File: src/rtl/bird_motion_pkg.sv
// Shared game geometry and bird physics constants. The collision detector and
// renderer import the same package, so every block agrees on the coordinate
// width, the start position and the floor line.
package bird_motion_pkg;

  localparam int COORD_W = 10;
  localparam int VEL_W   = 5;
  localparam int SUM_W   = 11;

  localparam logic [COORD_W-1:0] Y_START  = 10'd232;
  localparam logic [COORD_W-1:0] GROUND_Y = 10'd448;
  localparam logic [COORD_W-1:0] BIRD_H   = 10'd16;
  localparam logic [COORD_W-1:0] Y_FLOOR  = GROUND_Y - BIRD_H;

  localparam logic signed [VEL_W-1:0] FLAP_VEL = -5'sd8;
  localparam logic signed [VEL_W-1:0] GRAVITY  = 5'sd1;
  localparam logic signed [VEL_W-1:0] VMAX     = 5'sd8;

  // One frame of gravity with terminal-velocity saturation. The largest input
  // is VMAX, so the intermediate sum still fits the 5-bit signed range.
  function automatic logic signed [VEL_W-1:0] applyGravity(
    input logic signed [VEL_W-1:0] v
  );
    logic signed [VEL_W-1:0] s;
    s = v + GRAVITY;
    return (s > VMAX) ? VMAX : s;
  endfunction

endpackage

File: src/rtl/bird_vel.sv
// Bird vertical velocity register. The top decides when a frame step is
// applied and whether a flap overrides the stored velocity; this block
// supplies the velocity used for the current step and keeps the next one.
module bird_vel
  import bird_motion_pkg::*;
(
  input  logic                    iClk,
  input  logic                    iRst,
  input  logic                    iClear,
  input  logic                    iApply,
  input  logic                    iFlap,
  output logic signed [VEL_W-1:0] oStepVel
);

  logic signed [VEL_W-1:0] vel;

  assign oStepVel = iFlap ? FLAP_VEL : vel;

  // Velocity for the next frame: zeroed when the bird is parked, otherwise
  // the step velocity plus gravity, capped at terminal velocity.
  always_ff @(posedge iClk) begin
    if (iRst || iClear) begin
      vel <= '0;
    end else if (iApply) begin
      vel <= applyGravity(oStepVel);
    end
  end

endmodule

File: src/rtl/bird_motion.sv
// Bird position and life-cycle controller. Tracks the bird's top edge per
// frame, clamps it at the ceiling, kills it on the floor, and switches to a
// flap-less fall after a pipe hit.
module bird_motion
  import bird_motion_pkg::*;
(
  input  logic               iClk,
  input  logic               iRst,
  input  logic               iBirdRst,
  input  logic               iBirdWait,
  input  logic               iFlapPressed,
  input  logic               iFrameTick,
  input  logic               iPipeHit,
  output logic [COORD_W-1:0] oBirdY,
  output logic               oBirdDead
);

  typedef enum logic [1:0] {
    S_READY,
    S_FLY,
    S_FALL,
    S_DEAD
  } stateT;

  stateT                    state;
  logic                     flapPending;
  logic                     rstAll;
  logic                     applyTick;
  logic                     useFlap;
  logic                     velClear;
  logic signed [VEL_W-1:0]  stepVel;
  logic signed [SUM_W-1:0]  ySum;
  logic [COORD_W-1:0]       yNext;
  logic                     hitGround;

  assign rstAll    = iRst | iBirdRst;
  assign applyTick = iFrameTick &
                     (((state == S_FLY) & ~iBirdWait) | (state == S_FALL));
  assign useFlap   = (state == S_FLY) & (flapPending | iFlapPressed);
  assign velClear  = (state == S_READY) | (state == S_DEAD) |
                     (applyTick & hitGround);

  bird_vel uVel (
    .iClk     (iClk),
    .iRst     (rstAll),
    .iClear   (velClear),
    .iApply   (applyTick),
    .iFlap    (useFlap),
    .oStepVel (stepVel)
  );

  // Candidate position for this frame, widened so a climb past the top of
  // the screen shows up as a negative value that is clamped to zero.
  always_comb begin
    ySum      = $signed({1'b0, oBirdY}) +
                $signed({{(SUM_W-VEL_W){stepVel[VEL_W-1]}}, stepVel});
    yNext     = ySum[COORD_W-1:0];
    hitGround = 1'b0;
    if (ySum < 0) begin
      yNext = '0;
    end else if (ySum >= $signed({1'b0, Y_FLOOR})) begin
      yNext     = Y_FLOOR;
      hitGround = 1'b1;
    end
  end

  // Bird life cycle, position and pending flap. Either reset source wins over
  // every other input; a floor contact outranks a simultaneous pipe hit.
  always_ff @(posedge iClk) begin
    if (rstAll) begin
      state       <= S_READY;
      oBirdY      <= Y_START;
      flapPending <= 1'b0;
      oBirdDead   <= 1'b0;
    end else begin
      case (state)
        S_READY: begin
          oBirdY      <= Y_START;
          flapPending <= 1'b0;
          if (!iBirdWait) begin
            state <= S_FLY;
          end
        end
        S_FLY: begin
          if (applyTick) begin
            oBirdY      <= yNext;
            flapPending <= 1'b0;
            if (hitGround) begin
              state     <= S_DEAD;
              oBirdDead <= 1'b1;
            end else if (iPipeHit) begin
              state     <= S_FALL;
              oBirdDead <= 1'b1;
            end
          end else begin
            if (iBirdWait) begin
              flapPending <= 1'b0;
            end else if (iFlapPressed) begin
              flapPending <= 1'b1;
            end
            if (iPipeHit) begin
              state     <= S_FALL;
              oBirdDead <= 1'b1;
            end
          end
        end
        S_FALL: begin
          flapPending <= 1'b0;
          if (applyTick) begin
            oBirdY <= yNext;
            if (hitGround) begin
              state <= S_DEAD;
            end
          end
        end
        S_DEAD: begin
          oBirdY      <= Y_FLOOR;
          flapPending <= 1'b0;
          oBirdDead   <= 1'b1;
        end
        default: begin
          state <= S_READY;
        end
      endcase
    end
  end

endmodule

File: config.mk
export PLATFORM = sky130hd
export DESIGN_NAME = bird_motion
export DESIGN_NICKNAME = d
export VERILOG_FILES = /design/src/rtl/bird_motion_pkg.sv /design/src/rtl/bird_vel.sv /design/src/rtl/bird_motion.sv
export SDC_FILE = /design/constraint.sdc
export NUM_CORES = 1
export LEC_CHECK = 0
export ABC_CLOCK_PERIOD_IN_PS = 4200
export CAP_MARGIN = 25
export CORE_MARGIN = 10
export CORE_UTILIZATION = 53
export CTS_BUF_LIST = sky130_fd_sc_hd__clkbuf_8
export CTS_CLUSTER_SIZE = 30
export DETAILED_ROUTE_END_ITERATION = 8
export GPL_TIMING_DRIVEN = 0
export PLACE_DENSITY = 0.78
export SYNTH_ARGS = -nofsm -noshare
export SYNTH_HDL_FRONTEND = slang
export SYNTH_SLANG_ARGS = --single-unit
File: constraint.sdc
create_clock -name iClk -period 4.2 [get_ports iClk]
set_input_delay 1.05 -clock iClk [delete_from_list [all_inputs] [get_ports iClk]]
set_output_delay 1.05 -clock iClk [all_outputs]
set_load 0.02 [all_outputs]
Yosys cells after proc, flatten, opt, wreduce, memory -nomap -nowiden

Cells that the tools add are included.

Bitwise gates (word level): 10
Eq/ne operators: 8
Reductions and logical operators: 7
Muxes and demuxes: 23
$lt $le $gt $ge: 3
Add/sub/neg operators: 2

Operators with widths:

| cell                                                                 | number |
|---|---|
| 2-to-1 mux 10 bit                                                    | 3 |
| one-hot mux 10 bit (3 select lines)                                  | 1 |
| 2-to-1 mux 2 bit                                                     | 6 |
| adder 11 x 5 -> 11 bit                                               | 1 |
| greater-or-equal comparator 11 x 10 -> 1 bit (second input constant) | 1 |
| < comparator 11 x 1 -> 1 bit (second input constant)                 | 1 |
| 2-to-1 mux 5 bit                                                     | 2 |
| 2-to-1 mux 1 bit                                                     | 8 |
| inequality test 2 bit (second input constant)                        | 3 |
| one-hot mux 2 bit (3 select lines)                                   | 1 |
| adder 5 x 2 -> 5 bit (second input constant)                         | 1 |
| > comparator 5 bit (second input constant)                           | 1 |
| OR 1 bit                                                             | 5 |
| bitwise AND 1 bit                                                    | 4 |
| == test 2 bit (second input constant)                                | 2 |
| inequality test 4 bit (second input constant)                        | 1 |
| one-hot mux 1 bit (2 select lines)                                   | 2 |
| AND reduction 4 bit                                                  | 1 |
| nonzero test 3 bit                                                   | 1 |
| OR reduction 3 bit                                                   | 1 |
| == test 2 x 1 -> 1 bit (second input constant)                       | 1 |
| zero test 2 bit                                                      | 1 |
| inequality test 2 x 1 -> 1 bit (second input constant)               | 1 |
| nonzero test 2 bit                                                   | 1 |
| 3 further kinds                                                      | 3 |

Bits of input ports: 7
Bits in registers: 19

Depth between registers and ports, before layout

Gate-level depths: netlist (run 1).

Word-level depth: 10
Mapped depth: 17

Cells and area by module

From an unflattened synthesis (run 1), not the netlist that was laid out.

Cells, all modules: 189
Area, all modules: 1579.0 µm²

Modules (own cells, without submodules):

| module      | area each (µm²) | cells an instance | times used | sequential area each (µm²) |
|---|---|---|---|---|
| bird_motion | 1270.0          | 152               | 1          | 280.3 |
| bird_vel    | 309.0           | 37                | 1          | 100.1 |

Worst setup path after synthesis (run 1)

Ideal clock, no wire load.

Path type: input port to flip-flop
Start: input iFlapPressed
End: register oBirdY[2]
Library setup time: 70 ps
Stages: 15
Path slack: 145 ps
Path buffers: 2
Data arrival time: 3985 ps
Cells stage by stage: o21ai_1 clkbuf_1 and2_1 ha_1 inv_1 fa_1 nor2b_1 o311ai_2 a211oi_1 o22ai_1 xnor2_1 buf_2 nor3_1 o211ai_1 a21oi_1

Cells in the longest elaborated chain, start to end: 9

RTL lines:

| item                                         | RTL line                              | text |
|---|---|---|
| start, declared                              | bird_motion.sv:11                     | `input logic iFlapPressed,` |
| OR 1 bit *                                   | bird_motion.sv:39                     | `assign useFlap = (state == S_FLY) & (flapPending \| iFlapPressed);` |
| bitwise AND 1 bit *                          | bird_motion.sv:39                     |  |
| 2-to-1 mux 5 bit *                           | bird_vel.sv:17                        | `assign oStepVel = iFlap ? FLAP_VEL : vel;` |
| adder 11 x 5 -> 11 bit *                     | bird_motion.sv:55                     | `ySum = $signed({1'b0, oBirdY}) +` |
| greater-or-equal comparator 11 x 10 -> 1 bit | bird_motion.sv:61                     | `end else if (ySum >= $signed({1'b0, Y_FLOOR})) begin` |
| 2-to-1 mux 10 bit                            | bird_motion.sv:61                     |  |
| 2-to-1 mux 10 bit *                          | bird_motion.sv:59                     | `if (ySum < 0) begin` |
| 2-to-1 mux 10 bit *                          | bird_motion.sv:85, bird_motion.sv:109 |  |
| one-hot mux 10 bit (3 select lines) *        | bird_motion.sv:76                     | `case (state)` |
| end signal, assigned                         | bird_motion.sv:86                     | `oBirdY <= yNext;` |
| end signal, assigned                         | bird_motion.sv:110                    | `oBirdY <= yNext;` |
| end, declared                                | bird_motion.sv:14                     | `output logic [COORD_W-1:0] oBirdY,` |

Every way passes the cells marked *; elsewhere a longest branch is shown, timed or not. The select of a mux whose other input is x is not followed.
A chain may end at the register's enable or synchronous reset.

Worst setup path in the final report (run 1)

Start: input iFlapPressed
End: register state[0]

Cells in the longest elaborated chain, start to end: 10

RTL lines:

| item                                         | RTL line          | text |
|---|---|---|
| OR 1 bit *                                   | bird_motion.sv:39 |  |
| bitwise AND 1 bit *                          | bird_motion.sv:39 |  |
| 2-to-1 mux 5 bit *                           | bird_vel.sv:17    |  |
| adder 11 x 5 -> 11 bit *                     | bird_motion.sv:55 |  |
| greater-or-equal comparator 11 x 10 -> 1 bit | bird_motion.sv:61 |  |
| 2-to-1 mux 1 bit                             | bird_motion.sv:61 |  |
| 2-to-1 mux 1 bit *                           | bird_motion.sv:59 |  |
| 2-to-1 mux 2 bit                             | bird_motion.sv:88 | `if (hitGround) begin` |
| 2-to-1 mux 2 bit                             | bird_motion.sv:85 | `if (applyTick) begin` |
| one-hot mux 2 bit (3 select lines)           | bird_motion.sv:76 |  |
| end signal, assigned                         | bird_motion.sv:81 | `state <= S_FLY;` |
| end signal, assigned                         | bird_motion.sv:89 | `state <= S_DEAD;` |
| end signal, assigned                         | bird_motion.sv:92 | `state <= S_FALL;` |
| end, declared                                | bird_motion.sv:25 | `stateT state;` |

Every way passes the cells marked *; elsewhere a longest branch is shown, timed or not.

==> results of run 1 <==
[state kept, by name, summed over array words and instances (netlist names)]
signal       flops
flapPending      1
uVel.vel         5
oBirdDead        1
state            2
oBirdY          10
[area by class of cell]
cell class,instances,area (um2),share of cell area
plain buffers,7,51.3,0.0233
clock buffers,3,41.3,0.0188
clock inverters,1,3.75,0.00171
inverters,10,37.5,0.0171
multi-input cells,191,1420,0.648
flip-flops and latches,19,380,0.173
well taps,44,55.1,0.0251
repair buffers,22,204,0.0928
[layer usage]
layer | global-route usage | up-vias | share of wire | routed length [um]
li1 | - | 901 | - | -
met1 | 0.189 | 847 | 0.45 | 2110
met2 | 0.241 | 73 | 0.47 | 2220
met3 | 0.0300 | 10 | 0.064 | 301
met4 | 0.0681 | 0 | 0.021 | 100
met5 | 0 | - | 0 | 0
[layout by cell type, fill, tap and decap left out, types with 2 or more instances in the layout]
cell	instances
a211o_1	2
a21o_1	4
a21oi_1	20
a22oi_1	3
a31oi_1	5
and2_1	7
and2_4	2
and3_1	3
buf_4	6
clkbuf_1	3
clkbuf_8	4
clkdlybuf4s50_1	16
dfxtp_1	19
ha_1	16
inv_1	11
nand2_1	17
nand2b_1	3
nand3_1	9
nor2_1	13
nor2b_1	5
nor3_1	5
nor3b_1	2
nor4_1	2
o2111ai_1	2
o211ai_1	3
o21a_1	2
o21ai_0	10
o21ai_1	2
o221ai_1	3
o22ai_1	3
o31ai_1	4
o31ai_2	2
or2_2	2
or3_1	3
xnor2_1	6
[synth_stat cells, drive strengths merged, types with 2 or more instances]
cell / count / share of area
a211o: 2 / 0.0099
a21o: 4 / 0.017
a21oi: 22 / 0.066
a22oi: 3 / 0.013
a31oi: 5 / 0.018
and2: 9 / 0.032
and3: 4 / 0.014
buf: 3 / 0.013
clkbuf: 4 / 0.0084
dfxtp: 19 / 0.21
ha: 17 / 0.12
inv: 10 / 0.021
nand2: 18 / 0.038
nand2b: 4 / 0.014
nand3: 9 / 0.025
nor2: 14 / 0.031
nor2b: 6 / 0.021
nor3: 6 / 0.017
nor3b: 2 / 0.0084
nor4: 3 / 0.011
nor4b: 2 / 0.013
o2111ai: 2 / 0.0099
o211ai: 3 / 0.013
o21a: 3 / 0.017
o21ai: 14 / 0.042
o221ai: 3 / 0.015
o22ai: 4 / 0.014
o31ai: 6 / 0.028
o32ai: 2 / 0.014
or2: 2 / 0.0070
or3: 3 / 0.011
or4: 2 / 0.011
xnor2: 6 / 0.030
xor2: 2 / 0.0099
[stage by stage]
step / worst slack [ns] / utilization / setup TNS [ns] / hold slack (ns)
after floorplan: 0.145 / - / 0 / 0.441
after global placement: -1.17 / 0.640 / -15.50 / 0.455
after detailed placement: -1.25 / 0.640 / -15.90 / 0.461
after CTS: 0.0172 / 0.682 / 0 / 0.472
after global routing: -0.0567 / 0.702 / -0.0692 / 0.504
final: 0.0432 / 0.702 / 0 / 0.467
[tightest hold or removal path, delay by kind of cell, from the launching register on]
| kind | cells | cell delay [ns] |
|---|---|---|
| DFF | 1 | 0.32 |
| and+or+nand+nor | 1 | 0.05 |
| AOI/OAI and AO/OA | 1 | 0.05 |
[worst paths after layout]
kind | start | cells past startpoint | slack (ns) | end
worst max-delay path | iFlapPressed | 16 | 0.04 | state[0]
worst min-delay path | uVel.vel[1] | 2 | 0.47 | uVel.vel[1]
worst max register to register | state[1] | 17 | 0.35 | state[0]
worst min register to register | uVel.vel[1] | 2 | 0.47 | uVel.vel[1]
[cells by family (layout without fill, tap and decap cells)]
kind of cell / count (synthesis) / in the layout
and+or+nand+nor: 85 / 85
AOI/OAI and AO/OA: 80 / 80
DFF: 19 / 19
adders and majority gates: 18 / 18
buffers and inverters: 17 / 43
xor gates and xnor gates: 8 / 8
[repair_timing]
item / in CTS / in global routing
hold endpoints to repair: 0 / 0
setup endpoints to repair: 17 / 16
cloned: 1 / 0
setup buffers: 3 / 1
gates resized for setup: 16 / 11
pin swaps: 3 / 6
[where the power goes]
group          switching [mW]  total (mW)  internal [mW]
logic                  0.0645       0.113         0.0489
clock network          0.0649       0.130         0.0651
registers             0.00226       0.184          0.182
total                   0.132       0.427          0.296
==> flow_summary.json, run 1 <==
{
  "fin_skew_ns": 0.00752,
  "p_per_area_nw_per_um2": 195,
  "cts-root-buf": "clkbuf_8",
  "fin_area_um2": 2200,
  "dpl_cell_area_um2": 2000,
  "numCtsBuffers": 3,
  "nets": 279,
  "die_w_um": 77.9,
  "crit_type": "input port to register",
  "ys_types": 54,
  "globalplace.congestion": 0.918,
  "dr.pass1.iters": 4,
  "slowest_delay_ns": 0.37,
  "syn_area_um2": 1780,
  "h-tree-depth": 1,
  "fillCellCount": 267,
  "synth-compound-area-share": 0.315,
  "startpoint_type": "input port",
  "drt_wl_total_um": 4730,
  "placed_cells": 288,
  "synthMuxAreaShare": 0,
  "drv_slew": 0,
  "clock_latency_ns": 0.26,
  "period_minus_slack_ns": 4.16,
  "grt_pass1_wl_um": 7930,
  "critPathSlowestCell": "fa_2",
  "track_usage": 0.150,
  "routedWlPerCell_um": 15.9,
  "cts_buffer_depth": 2,
  "synth_edf_count": 0,
  "num_vias": 1831,
  "clock-sinks": 19,
  "drt-initial-drc-count": 116,
  "n_antenna_cell": 0,
  "min_period_over_period": 0.990,
  "cp-end-kind": "register",
  "die_h_um": 77.9,
  "crit_family": "simple AND/OR/NAND/NOR gates",
  "ys_ff_latch": 19,
  "p_leak_nw": 0.803,
  "async_reset_ff_frac": 0,
  "portBuffers": 17,
  "path_cells": "dlygate4sd2_1, o21ai_4, clkbuf_8, and2_4, ha_2, inv_1, fa_2, nor2b_2, o311ai_4, a211oi_2, or3_1, and3_4, a21oi_4, buf_6, nor4_2, o221a_1",
  "cts_tree": "yes",
  "tightest_slew_ns": 0.507,
  "synth-main-ff-cell": "dfxtp_1",
  "required_ns": 4.40,
  "fin_cells": 297,
  "drv_cap": 0,
  "synthesis.nets": 252,
  "grt-ovfl-total": 0,
  "area_growth_pct": 23.7,
  "grt_max_degree": 11,
  "pin_count": 18,
  "synth_top_family_by_area": "compound AO/OA/AOI/OAI gates",
  "worstHoldPathType": "register to register",
  "clk_pin_slew_worst_paths_ns": 0.08,
  "synthAdderAreaFrac": 0.131,
  "synth_area_per_cell_um2": 7.83,
  "die_area_um2": 6070,
  "yosys_warnings": 0,
  "grt_pass1_vias": 1779,
  "hpwl_um": 3520,
  "cts_hold_buf": 0,
  "irDropWorstVdd_mv": 0.132,
  "relSlewSlack": 0.660,
  "hold_viol_final": 0,
  "fmax_ghz": 0.241,
  "setup_viol": 0,
  "ys_seq_area_frac": 0.214,
  "synth-simple-area-share": 0.257,
  "path_buf_inv": 4,
  "arrival_ns": 4.36,
  "drive_above_1_share": 0.158,
  "critPathMaxFanout": 10,
  "fp.coreArea_um2": 3130,
  "rows": 20,
  "status": "finished clean",
  "synth_xor_area_frac": 0.0394,
  "antenna_found_initial": 0,
  "final_antenna_net_count": 0,
  "total_power_uw": 427,
  "synth_cells": 227,
  "start_util": 0.568,
  "drc": 0,
  "vias_per_cell": 6.16
}
Power figures use the tool's default switching activity.
==> inputs of run 2 (changes only) <==
--- a/config.mk
+++ b/config.mk
@@ -5,15 +5,16 @@
 export SDC_FILE = /design/constraint.sdc
 export NUM_CORES = 1
 export LEC_CHECK = 0
-export ABC_CLOCK_PERIOD_IN_PS = 4200
+export ABC_CLOCK_PERIOD_IN_PS = 3750
 export CAP_MARGIN = 25
 export CORE_MARGIN = 10
-export CORE_UTILIZATION = 53
+export CORE_UTILIZATION = 55
 export CTS_BUF_LIST = sky130_fd_sc_hd__clkbuf_8
 export CTS_CLUSTER_SIZE = 30
 export DETAILED_ROUTE_END_ITERATION = 8
+export DONT_BUFFER_PORTS = 1
 export GPL_TIMING_DRIVEN = 0
-export PLACE_DENSITY = 0.78
+export PLACE_DENSITY = 0.73
 export SYNTH_ARGS = -nofsm -noshare
 export SYNTH_HDL_FRONTEND = slang
 export SYNTH_SLANG_ARGS = --single-unit
==> constraint.sdc (replaced) <==
create_clock -name iClk -period 3.75 [get_ports iClk]
set_input_delay 0.9375 -clock iClk [delete_from_list [all_inputs] [get_ports iClk]]
set_output_delay 0.9375 -clock iClk [all_outputs]
set_load 0.02 [all_outputs]
==> flow_summary.json, run 2 (same netlist as run 1, synthesis figures left out) <==
{
  "drt_wl_total_um": 5410,
  "fp.coreArea_um2": 3080,
  "period_minus_slack_ns": 3.69,
  "rr_endpoint": "oBirdY[5]",
  "drv_slew": 0,
  "p_leak_nw": 0.732,
  "final_antenna_net_count": 0,
  "routedWlPerCell_um": 19.4,
  "path_cells": "o21ai_4, buf_8, and2_1, ha_1, a21oi_4, o32ai_2, or4_4, a41o_1, a211o_1, a21o_1, a21oi_1, o221ai_1",
  "final_common_cell": "a21oi_1",
  "grt_max_degree": 12,
  "hold_viol_final": 0,
  "die_w_um": 76.8,
  "fin_util": 0.676,
  "met2_usage": 0.266,
  "min-delay-start": "uVel.vel[1]",
  "pin_count": 18,
  "die_area_um2": 5900,
  "hpwl_um": 3830,
  "cts_hold_buf": 0,
  "track_usage": 0.168,
  "use_met3": 0.0420,
  "status": "finished clean",
  "start_util": 0.577,
  "relSlewSlack": 0.620,
  "fillCellCount": 257,
  "path_buf_inv": 1,
  "globalRoute.busiestLayer": "met2",
  "nets": 261,
  "h-tree-depth": 1,
  "cp-end-kind": "register",
  "fmax_ghz": 0.271,
  "grt_pass1_vias": 1710,
  "p_per_area_nw_per_um2": 230,
  "hold_depth": 2,
  "irDropWorstVdd_mv": 0.214,
  "r2r_slack_ns": 0.10,
  "largest_reg_flops": 10,
  "area_growth_pct": 17.2,
  "critPathMaxFanout": 10,
  "grt-ovfl-total": 0,
  "drc": 0,
  "startpoint_type": "input port",
  "required_ns": 3.86,
  "mostFrequentLayoutCells": "a21oi_1 (20), nand2_1 (18), dfxtp_1 (17)",
  "fin_setup_tns_ns": 0,
  "slowest_delay_ns": 0.51,
  "min_period_over_period": 0.985,
  "antenna_found_initial": 0,
  "cts_buffer_depth": 2,
  "crit_family": "compound AO/OA/AOI/OAI gates",
  "numCtsBuffers": 3,
  "cts_tree": "yes",
  "setup_viol": 0,
  "clk_pin_slew_worst_paths_ns": 0.08,
  "clock_latency_ns": 0.26,
  "arrival_ns": 3.80,
  "r2r-start": "state[1]",
  "rows": 20,
  "crit_type": "input port to register",
  "worstHoldPathType": "register to register",
  "critPathSlowestCell": "or4_4",
  "drive_above_1_share": 0.183,
  "drt-initial-drc-count": 202,
  "dr.pass1.iters": 5,
  "drv_cap": 0,
  "clock-sinks": 19,
  "grt_pass1_wl_um": 8420,
  "num_vias": 1860,
  "r2r_cells": 14,
  "die_h_um": 76.8,
  "cts-root-buf": "clkbuf_8",
  "portBuffers": 0,
  "largest_registers": "oBirdY x10, uVel.vel x5, state x2",
  "vias_per_cell": 6.67,
  "fin_skew_ns": 0.00377,
  "top_register": "oBirdY",
  "globalplace.congestion": 0.930,
  "tightest_slew_ns": 0.568,
  "grtUsageMet1": 0.202,
  "min_to": "uVel.vel[1]",
  "n_antenna_cell": 0
}
-- run 2: worst max-delay path by stage --
stage | startpoint | endpoint | slack, ns | cells after the start
final | iFlapPressed | oBirdY[5] | 0.06 | 12
after floorplan | iFlapPressed | state[0] | 0.01 | 13
after CTS | iFlapPressed | state[0] | 0.01 | 15
after detailed placement | iFlapPressed | oBirdY[2] | -0.49 | 15
after global placement | iFlapPressed | oBirdY[2] | -0.41 | 15
after global routing | iFlapPressed | uVel.vel[2] | -0.03 | 14
-- run 2: final cells by class --
type	instances	area, um2	share of cell area
clock inverter	1	5.00	0.00240
tap	44	55.1	0.0264
buffer	7	52.6	0.0252
timing repair buffer	4	30.0	0.0144
sequential	19	383	0.184
clock buffer	3	41.3	0.0198
inverter	10	37.5	0.0180
multi-input combinational	191	1480	0.710
-- run 2: layer usage --
layer	vias to the layer above	share of wire
met5	-	0
li1	871	-
met1	878	0.40
met4	0	0.035
met3	27	0.076
met2	84	0.49
-- run 2: repair_timing --
| item | 4_1_cts | 5_1_grt |
|---|---|---|
| pin swaps | 1 | 10 |
| buffers inserted | 2 | 2 |
| gates resized for setup | 13 | 15 |
| endpoints found under the setup margin | 16 | 16 |
-- run 2: stage by stage --
step                      cells  area [um2]  setup WS (ns)  power (mW)  hold slack (ns)
after floorplan             227        1800         0.0118       0.287            0.441
after detailed placement    271        1860         -0.491       0.308            0.462
after CTS                   277        1980         0.0131       0.462            0.473
after global routing        279        2080        -0.0275       0.496            0.507
after global placement      271        1860         -0.408       0.306            0.458
final                       279        2080         0.0563       0.478            0.474
-- run 2: report_power, final --
part / switching (mW) / internal, mW / leakage, nW
Combinational: 0.0709 / 0.0487 / 0.552
Clock: 0.0763 / 0.0741 / 0.0255
Sequential: 0.00437 / 0.204 / 0.154
Total: 0.152 / 0.326 / 0.732
-- run 2: worst min-delay path, cell delays in order (launching register included) --
cell	delay, ns
dfxtp_1	0.32
nand2_1	0.06
a21oi_1	0.05
==> inputs of run 3 (changes only) <==
--- a/config.mk
+++ b/config.mk
@@ -5,7 +5,6 @@
 export SDC_FILE = /design/constraint.sdc
 export NUM_CORES = 1
 export LEC_CHECK = 0
-export ABC_CLOCK_PERIOD_IN_PS = 3750
 export CAP_MARGIN = 25
 export CORE_MARGIN = 10
 export CORE_UTILIZATION = 55
==> results of run 3 <==
No change in the layout: final DEF, timing and power equal those of run 2.
